`config.mk`:
```
export PLATFORM = sky130hd
export DESIGN_NAME = lcd_text_scan
export DESIGN_NICKNAME = d
export VERILOG_FILES = /design/src/rtl/lcd_text_scan_pkg.sv /design/src/rtl/lcd_text_scan_write_phy.sv /design/src/rtl/lcd_text_scan.sv
export SDC_FILE = /design/constraint.sdc
export NUM_CORES = 1
export LEC_CHECK = 0
export CAP_MARGIN = 20
export CORE_ASPECT_RATIO = 2
export CORE_UTILIZATION = 35
export CTS_CLUSTER_SIZE = 16
export DETAILED_ROUTE_END_ITERATION = 10
export SLEW_MARGIN = 20
export SYNTH_ARGS = -nofsm -noshare
export SYNTH_HDL_FRONTEND = slang
export SYNTH_SLANG_ARGS = --single-unit
```
`constraint.sdc`:
```
create_clock -name clk -period 3.68 [get_ports clk]
set_input_delay 0.552 -clock clk [delete_from_list [all_inputs] [get_ports clk]]
set_output_delay 0.552 -clock clk [all_outputs]
set_load 0.05 [all_outputs]
```
`src/rtl/lcd_text_scan_pkg.sv`:
```
// Shared constants, FSM state type and helpers for the character-LCD refresh engine.
package lcd_text_scan_pkg;

  localparam logic [7:0] LCD_FUNC_SET = 8'h38;
  localparam logic [7:0] LCD_DISP_ON  = 8'h0C;
  localparam logic [7:0] LCD_CLEAR    = 8'h01;
  localparam logic [7:0] LCD_ENTRY    = 8'h06;
  localparam logic [7:0] LCD_LINE1    = 8'h80;
  localparam logic [7:0] LCD_LINE2    = 8'hC0;

  typedef enum logic [2:0] {
    POWER_WAIT,
    INIT,
    ADDR,
    FETCH,
    WRITE
  } scan_state_e;

  function automatic int unsigned max3(input int unsigned a, input int unsigned b,
                                       input int unsigned c);
    int unsigned m;
    m = (a > b) ? a : b;
    return (m > c) ? m : c;
  endfunction

  function automatic logic [7:0] init_cmd(input logic [1:0] step);
    case (step)
      2'd0:    return LCD_FUNC_SET;
      2'd1:    return LCD_DISP_ON;
      2'd2:    return LCD_CLEAR;
      default: return LCD_ENTRY;
    endcase
  endfunction

endpackage

```
`src/rtl/lcd_text_scan_write_phy.sv`:
```
// Single-byte HD44780 write strobe: setup cycle, E high, then a settle gap.
module lcd_write_phy #(
  parameter int unsigned E_HIGH  = 25,
  parameter int unsigned CMD_GAP = 2500,
  parameter int unsigned CLR_GAP = 100000,
  parameter int unsigned CW      = 17
) (
  input  logic       clk,
  input  logic       rst,
  input  logic       start,
  input  logic       rs,
  input  logic [7:0] data,
  input  logic       long_gap,
  output logic       lcd_e,
  output logic       lcd_rs,
  output logic [7:0] lcd_data,
  output logic       busy,
  output logic       done
);

  localparam logic [1:0] P_IDLE  = 2'd0;
  localparam logic [1:0] P_SETUP = 2'd1;
  localparam logic [1:0] P_HIGH  = 2'd2;
  localparam logic [1:0] P_GAP   = 2'd3;

  logic [1:0]    state_q;
  logic [CW-1:0] cnt_q;
  logic          rs_q;
  logic [7:0]    data_q;
  logic          long_q;
  logic [CW-1:0] gap_last;

  assign gap_last = long_q ? CW'(CLR_GAP - 1) : CW'(CMD_GAP - 1);
  assign lcd_e    = (state_q == P_HIGH);
  assign lcd_rs   = rs_q;
  assign lcd_data = data_q;
  assign busy     = (state_q != P_IDLE);
  assign done     = (state_q == P_GAP) && (cnt_q == gap_last);

  // rs/data stay latched after done so the bus is stable through the gap and beyond
  always_ff @(posedge clk) begin
    if (rst) begin
      state_q <= P_IDLE;
      cnt_q   <= '0;
      rs_q    <= 1'b0;
      data_q  <= 8'h00;
      long_q  <= 1'b0;
    end else begin
      case (state_q)
        P_IDLE: begin
          if (start) begin
            rs_q    <= rs;
            data_q  <= data;
            long_q  <= long_gap;
            cnt_q   <= '0;
            state_q <= P_SETUP;
          end
        end
        P_SETUP: begin
          cnt_q   <= '0;
          state_q <= P_HIGH;
        end
        P_HIGH: begin
          if (cnt_q == CW'(E_HIGH - 1)) begin
            cnt_q   <= '0;
            state_q <= P_GAP;
          end else begin
            cnt_q <= cnt_q + CW'(1);
          end
        end
        P_GAP: begin
          if (done) begin
            cnt_q   <= '0;
            state_q <= P_IDLE;
          end else begin
            cnt_q <= cnt_q + CW'(1);
          end
        end
      endcase
    end
  end

endmodule

```
`src/rtl/lcd_text_scan.sv`:
```
// 2x16 character-LCD refresh engine: controller init, then an endless 32-character sweep.
module lcd_text_scan
  import lcd_text_scan_pkg::*;
#(
  parameter int unsigned INIT_WAIT = 750000,
  parameter int unsigned E_HIGH    = 25,
  parameter int unsigned CMD_GAP   = 2500,
  parameter int unsigned CLR_GAP   = 100000
) (
  input  logic       clk,
  input  logic       rst,
  input  logic [7:0] char_in,
  output logic [4:0] index,
  output logic       lcd_e,
  output logic       lcd_rs,
  output logic       lcd_rw,
  output logic [7:0] lcd_data,
  output logic       init_done,
  output logic       frame_done
);

  localparam int unsigned CW = $clog2(max3(INIT_WAIT, CLR_GAP, E_HIGH) + 1);

  scan_state_e   state_q;
  logic [CW-1:0] cnt_q;
  logic [1:0]    step_q;
  logic          issued_q;
  logic [4:0]    index_q;
  logic [7:0]    char_q;
  logic          init_done_q;
  logic          frame_done_q;

  logic       phy_start;
  logic       phy_rs;
  logic [7:0] phy_data;
  logic       phy_long;
  logic       phy_busy;
  logic       phy_done;

  assign index      = index_q;
  assign lcd_rw     = 1'b0;
  assign init_done  = init_done_q;
  assign frame_done = frame_done_q;

  // issued_q marks that the current state's byte has been handed to the phy
  always_comb begin
    phy_start = 1'b0;
    phy_rs    = 1'b0;
    phy_data  = 8'h00;
    phy_long  = 1'b0;
    unique case (state_q)
      INIT: begin
        phy_start = !issued_q && !phy_busy;
        phy_data  = init_cmd(step_q);
        phy_long  = (step_q == 2'd2);
      end
      ADDR: begin
        phy_start = !issued_q && !phy_busy;
        phy_data  = index_q[4] ? LCD_LINE2 : LCD_LINE1;
      end
      WRITE: begin
        phy_start = !issued_q && !phy_busy;
        phy_rs    = 1'b1;
        phy_data  = char_q;
      end
      default: ;
    endcase
  end

  always_ff @(posedge clk) begin
    if (rst) begin
      state_q      <= POWER_WAIT;
      cnt_q        <= '0;
      step_q       <= 2'd0;
      issued_q     <= 1'b0;
      index_q      <= 5'd0;
      char_q       <= 8'h00;
      init_done_q  <= 1'b0;
      frame_done_q <= 1'b0;
    end else begin
      frame_done_q <= 1'b0;
      if (phy_start) issued_q <= 1'b1;
      case (state_q)
        POWER_WAIT: begin
          if (cnt_q == CW'(INIT_WAIT)) begin
            cnt_q   <= '0;
            step_q  <= 2'd0;
            state_q <= INIT;
          end else begin
            cnt_q <= cnt_q + CW'(1);
          end
        end
        INIT: begin
          if (phy_done) begin
            issued_q <= 1'b0;
            if (step_q == 2'd3) begin
              init_done_q <= 1'b1;
              index_q     <= 5'd0;
              state_q     <= ADDR;
            end else begin
              step_q <= step_q + 2'd1;
            end
          end
        end
        ADDR: begin
          if (phy_done) begin
            issued_q <= 1'b0;
            cnt_q    <= '0;
            state_q  <= FETCH;
          end
        end
        FETCH: begin
          // Two stable cycles absorb the source's registered lookup
          if (cnt_q == CW'(1)) begin
            char_q  <= char_in;
            cnt_q   <= '0;
            state_q <= WRITE;
          end else begin
            cnt_q <= cnt_q + CW'(1);
          end
        end
        WRITE: begin
          if (phy_done) begin
            issued_q <= 1'b0;
            cnt_q    <= '0;
            if (index_q == 5'd15) begin
              index_q <= 5'd16;
              state_q <= ADDR;
            end else if (index_q == 5'd31) begin
              index_q      <= 5'd0;
              frame_done_q <= 1'b1;
              state_q      <= ADDR;
            end else begin
              index_q <= index_q + 5'd1;
              state_q <= FETCH;
            end
          end
        end
        default: state_q <= POWER_WAIT;
      endcase
    end
  end

  lcd_write_phy #(
    .E_HIGH (E_HIGH),
    .CMD_GAP(CMD_GAP),
    .CLR_GAP(CLR_GAP),
    .CW     (CW)
  ) u_phy (
    .clk     (clk),
    .rst     (rst),
    .start   (phy_start),
    .rs      (phy_rs),
    .data    (phy_data),
    .long_gap(phy_long),
    .lcd_e   (lcd_e),
    .lcd_rs  (lcd_rs),
    .lcd_data(lcd_data),
    .busy    (phy_busy),
    .done    (phy_done)
  );

endmodule

```
==> results of run 1 <==
## power groups by stage
stage	logic [W]	registers, W	clock network (W)
final	0.000122	0.000804	0.00103
after global routing	0.000134	0.000805	0.00108
after CTS	0.000123	0.000804	0.00104
after detailed placement	0.000122	0.000821	0
after global placement	0.000121	0.000821	0
after floorplan	0.0000927	0.000820	0
## cells in the final DEF (no fill, tap or decap), types with 10 or more instances in the layout
cell,netlist,layout
a21oi_1,22,22
xor2_1,20,20
xnor2_1,10,10
nand3_1,16,16
nor2_1,62,62
nor3_1,10,10
ha_1,17,17
nand2_1,43,43
mux2i_1,11,11
clkdlybuf4s50_1,0,26
inv_1,20,20
dfxtp_1,73,73
nand4_1,22,22
## how the worst max path moves through the flow
| stage | end | slack, ns | cells after the start |
|---|---|---|---|
| floorplan | u_phy.cnt_q[10]$_SDFFE_PP0P_ | 1.40 | 8 |
| global placement | cnt_q[14]$_SDFFE_PP0P_ | 0.98 | 6 |
| detailed placement | cnt_q[14]$_SDFFE_PP0P_ | 0.92 | 6 |
| CTS | cnt_q[14]$_SDFFE_PP0P_ | 0.91 | 6 |
| global route | cnt_q[5]$_SDFFE_PP0P_ | 0.69 | 6 |
| finish | state_q[1]$_SDFFE_PP0P_ | 0.90 | 6 |
## metal layers
metal	share of wire [%]	global-route usage [%]
met1	36	17.7
met2	57	37.7
met3	2.6	3.05
met4	4.8	13.2
met5	0	0
## stage by stage
stage	area, um^2	hold slack (ns)	total power (W)	setup slack (ns)
final	4660	0.464	0.00195	0.895
after global routing	4660	0.496	0.00202	0.693
after CTS	4660	0.470	0.00197	0.911
after detailed placement	4300	0.461	0.000943	0.922
after global placement	4300	0.451	0.000942	0.977
after floorplan	3910	0.441	0.000912	1.40
## layout make-up
cell class,count,area [um^2],share of cell area (%)
clock buffer,10,239,5.13
clock inverter,6,115,2.47
inverter,21,78.8,1.69
multi-input combinational,350,2280,49.0
sequential,73,1460,31.4
tap,140,175,3.76
timing repair buffer,32,305,6.56
## worst max-delay path, delay by kind of cell, from the launching register on
family | cells | cell delay [ns]
AO/OA/AOI/OAI | 4 | 1.44
buffers and inverters | 1 | 0.28
flip-flops | 1 | 0.57
AND/OR/NAND/NOR | 1 | 0.40
## state kept, by name, indices dropped and copies added (netlist names)
signal and cells:
u_phy.lcd_data 8, index 5, step_q 2, u_phy.long_q 1, cnt_q 20, char_q 8, u_phy.lcd_rs 1, state_q 3
init_done 1, frame_done 1, u_phy.state_q 2, issued_q 1, u_phy.cnt_q 20
## logic make-up after synthesis
logic type | after synthesis
adder cells (fa/ha/maj) | 17
AO/OA/AOI/OAI | 77
buffers and inverters | 42
multiplexers | 11
XOR/XNOR | 30
other | 1
AND/OR/NAND/NOR | 214
flip-flops | 73
==> results.toml, run 1 <==
[power]
leakagePower_nw = 1.61
internal-power_w = 0.00152
pwr-share-seq_pct = 41.2
power.density_cell_area_nw_per_um2 = 419
p_sw_share_pct = 22.2
ir_drop_mv = 0.243
combPwrFrac_pct = 6.2
power_frac_clock_pct = 52.6
p_switching_w = 0.000434

[timing]
rsz0062_at_grt = "no"
finalSetupTns_ns = 0
setup_violations = 0
finalCriticalPeriod_ns = 2.78
slew_violations = 0
fmax_mhz = 359
relSlewSlack_pct = 28.6
worst_slew_pin_slew_ns = 1.07
hold_violations = 0
fin_crit_sh_pct = 75.7
fin_skew_ns = 0.00750

[synthesis]
yosysTopAreaCell = "dfxtp_1"
synth_edf_count = 0
ys_warn_count = 0
synth_common_cells = "dfxtp_1 (73), nor2_1 (62), nand2_1 (43)"
ys_ff_latch = 73
yosysMostFrequentCell = "dfxtp_1"
ys.flop_type = "dfxtp_1"
synth.area.top_cells = "dfxtp_1 (37%), nor2_1 (5.9%), ha_1 (5.4%)"
synth-simple-area-share_pct = 28.9
ys_async_sr_fraction_pct = 0
synth.top_cell.area_share_pct = 37.4
synthAdderAreaFrac_pct = 5.44
muxShareOfSynthArea_pct = 2.81
synth_area_um2 = 3910
synth_fp_nets = 492
yosysSeqAreaShare_pct = 37.4
ys_types = 65
synth_cells = 465
syn_avg_cell_area_um2 = 8.41
synth_top_family_by_area = "simple AND/OR/NAND/NOR gates"
synth-compound-area-share_pct = 14.0
yosys.area_share.xor_xnor_pct = 6.72

[floorplan]
ios = 28
row_count = 54
fp.coreArea_um2 = 10900
fp.dieH_um = 152
die_x_um = 76.8
start_util_pct = 36.0
die_area_um2 = 11600

[min_path]
hold_start = "u_phy.lcd_rs$_SDFFE_PP0P_"
hold_path_class = "reg -> reg"
whs_endpoint = "u_phy.lcd_rs$_SDFFE_PP0P_"
hold_depth = 2

[routing]
firstDrtPassIters = 4
via_count = 3502
ant_nets = 0
wirelength_um = 10600
viasPerCell = 5.54
wire_per_inst_um = 16.8
drtIter0Drc = 221
drc = 0

[global_route]
grt_max_degree = 38
antenna_found_initial = 0
grt_pass1_wl_um = 17300
grt_pass1_vias = 3524
gr-total-overflow = 0
gr-usage-all-layers_pct = 19.2

[cts]
numCtsBuffers = 9
tritoncts_num_sinks = 73
h-tree-depth = 3
hold_buffers = 0
cts_tree = "built"
ctsLongestPathBuffers = 2
path_clk_slew_ns = 0.06
cts-root-buf = "clkbuf_16"
postCtsResizedCells = 0
clock_latency_ns = 0.34
post-cts-setup-buffers = 0

[setup_path]
crit_path_start_kind = "flop"
cp-startpoint = "state_q[1]$_SDFFE_PP0P_"
r2r_end = "state_q[1]$_SDFFE_PP0P_"
r2r_cells = 6
cp_slowest_cell = "dfxtp_1"
worstPathMaxFanout = 13
required_ns = 3.91
critPathKind = "reg -> reg"
crit_chain = "nor2b_1 > o21bai_1 > inv_1 > a211oi_1 > a21oi_1 > o221a_2"
end_kind = "flop"
r2r-start = "state_q[1]$_SDFFE_PP0P_"
arrival_ns = 3.01
cpPeakStageDelay_ns = 0.57
r2r_slack_ns = 0.90

[placed_design]
dpl.hpwl_um = 7990
port_buffers = 26
gp_congestion = 0.900
dp_cells = 616

[layout]
fin_nets = 514
layoutNonFillerInstCount = 632
fillCellCount = 1088
utilization_pct = 42.8
area_growth_pct = 19.0
drive_gt1_share_pct = 7.52
n_antenna_cell = 0

[run_status]
outcome = "finished, final reports clean"

[run]
cap_violations = 0
No activity file was read; power rests on OpenSTA's default activity.
==> run 2: changes to the inputs <==
Clock period 3.68 ns to 2.7 ns, I/O delays scaled along.
==> results.toml, run 2 (synthesis gave the netlist of run 1 again) <==
[layout]
top_regs = "cnt_q: 20 flops, u_phy.cnt_q: 20 flops"
n_antenna_cell = 0
drive_gt1_share_pct = 9.90
fin_nets = 527
fin_area_um2 = 4720
final_cell_mix = "dfxtp_1 (73), nor2_1 (62), nand2_1 (43)"
final_common_cell = "dfxtp_1"
utilization_pct = 43.4
area_growth_pct = 20.5
fillCellCount = 1090

[timing]
slew_violations = 0
fmax_mhz = 408
setup_slack_ns = 0.248
fin_crit_sh_pct = 90.8
relSlewSlack_pct = 59.1
finalSetupTns_ns = 0
rsz0062_at_grt = "no"
hold-worst-slack_ns = 0.469
setup_violations = 0
finalCriticalPeriod_ns = 2.45
hold_violations = 0
fin_skew_ns = 0.00606
worst_slew_pin_slew_ns = 0.611

[power]
power.density_cell_area_nw_per_um2 = 532
ir_drop_mv = 0.478
leakagePower_nw = 1.66

[cts]
post-cts-setup-buffers = 0
hold_buffers = 0
tritoncts_num_sinks = 73
postCtsResizedCells = 0
numCtsBuffers = 9
path_clk_slew_ns = 0.06
cts-root-buf = "clkbuf_16"
cts_tree = "built"
clock_latency_ns = 0.33
ctsLongestPathBuffers = 2
h-tree-depth = 3

[global_route]
met3_usage_pct = 3.47
top_usage_layer = "met2"
gr-usage-all-layers_pct = 18.9
grtUsageMet1_pct = 17.7
gr-total-overflow = 0
grt_max_degree = 37
antenna_found_initial = 0
gr-usage-met2_pct = 37.5
grt_pass1_wl_um = 17000
grt_pass1_vias = 3461

[setup_path]
arrival_ns = 2.71
required_ns = 2.96
critPathKind = "reg -> reg"
worstPathMaxFanout = 5
crit_path_start_kind = "flop"
end_kind = "flop"

[placed_design]
placed_cell_area_um2 = 4400
gp_congestion = 0.985
port_buffers = 26
dpl.hpwl_um = 8060
dpl_worst_slack_ns = 0.260

[floorplan]
fp.coreArea_um2 = 10900
start_util_pct = 36.0
die_area_um2 = 11600
row_count = 54
fp.dieH_um = 152
die_x_um = 76.8
ios = 28

[routing]
firstDrtPassIters = 5
via_count = 3506
viasPerCell = 5.44
drc = 0
drtIter0Drc = 234
ant_nets = 0
wire_per_inst_um = 16.3
wirelength_um = 10500

[run]
cap_violations = 0

[run_status]
outcome = "finished, final reports clean"

[min_path]
hold_path_class = "reg -> reg"
-- run 2: per-stage QoR --
| step | power (W) | cells |
|---|---|---|
| after CTS | 0.00254 | 645 |
| after detailed placement | 0.00129 | 629 |
| after global routing | 0.00260 | 645 |
| after global placement | 0.00129 | 629 |
| final | 0.00251 | 645 |
| after floorplan | 0.00124 | 465 |
-- run 2: final cells by class --
cell class | count | area, um^2 | area share (%)
inverters | 21 | 78.8 | 1.67
clock buffers | 12 | 267 | 5.65
clock inverters | 4 | 50.0 | 1.06
well taps | 140 | 175 | 3.71
repair buffers | 45 | 403 | 8.54
flip-flops and latches | 73 | 1460 | 31.0
multi-input cells | 350 | 2280 | 48.4
-- run 2: power by group --
group / switching (W) / total (W) / internal, W
clock: 0.000455 / 0.00124 / 0.000789
sequential: 0.00000875 / 0.00110 / 0.00109
combinational: 0.000118 / 0.000172 / 0.0000535
total: 0.000581 / 0.00251 / 0.00193
-- run 2: worst max-delay path: stages (launching register included) --
cell and delay, ns:
dfxtp_1 0.40, ha_1 0.22, and2_1 0.17, nand4_2 0.20
o41a_1 0.55, a211o_1 0.30, or4_1 0.46, o21ai_0 0.08
-- run 2: worst paths after layout --
kind / to / startpoint / cells past startpoint / slack [ns]
max: cnt_q[14]$_SDFFE_PP0P_ / u_phy.cnt_q[1]$_SDFFE_PP0P_ / 7 / 0.25
min: u_phy.lcd_data[4]$_SDFFE_PP0P_ / char_q[4]$_SDFFE_PP0P_ / 2 / 0.47
max reg2reg: cnt_q[14]$_SDFFE_PP0P_ / u_phy.cnt_q[1]$_SDFFE_PP0P_ / 7 / 0.25
min reg2reg: u_phy.lcd_data[4]$_SDFFE_PP0P_ / char_q[4]$_SDFFE_PP0P_ / 2 / 0.47
-- run 2: routing by layer --
metal	up-vias	share of wire, %
met4	0	4.2
met1	1664	36
li1	1745	-
met2	72	58
met5	-	0
met3	25	2.4
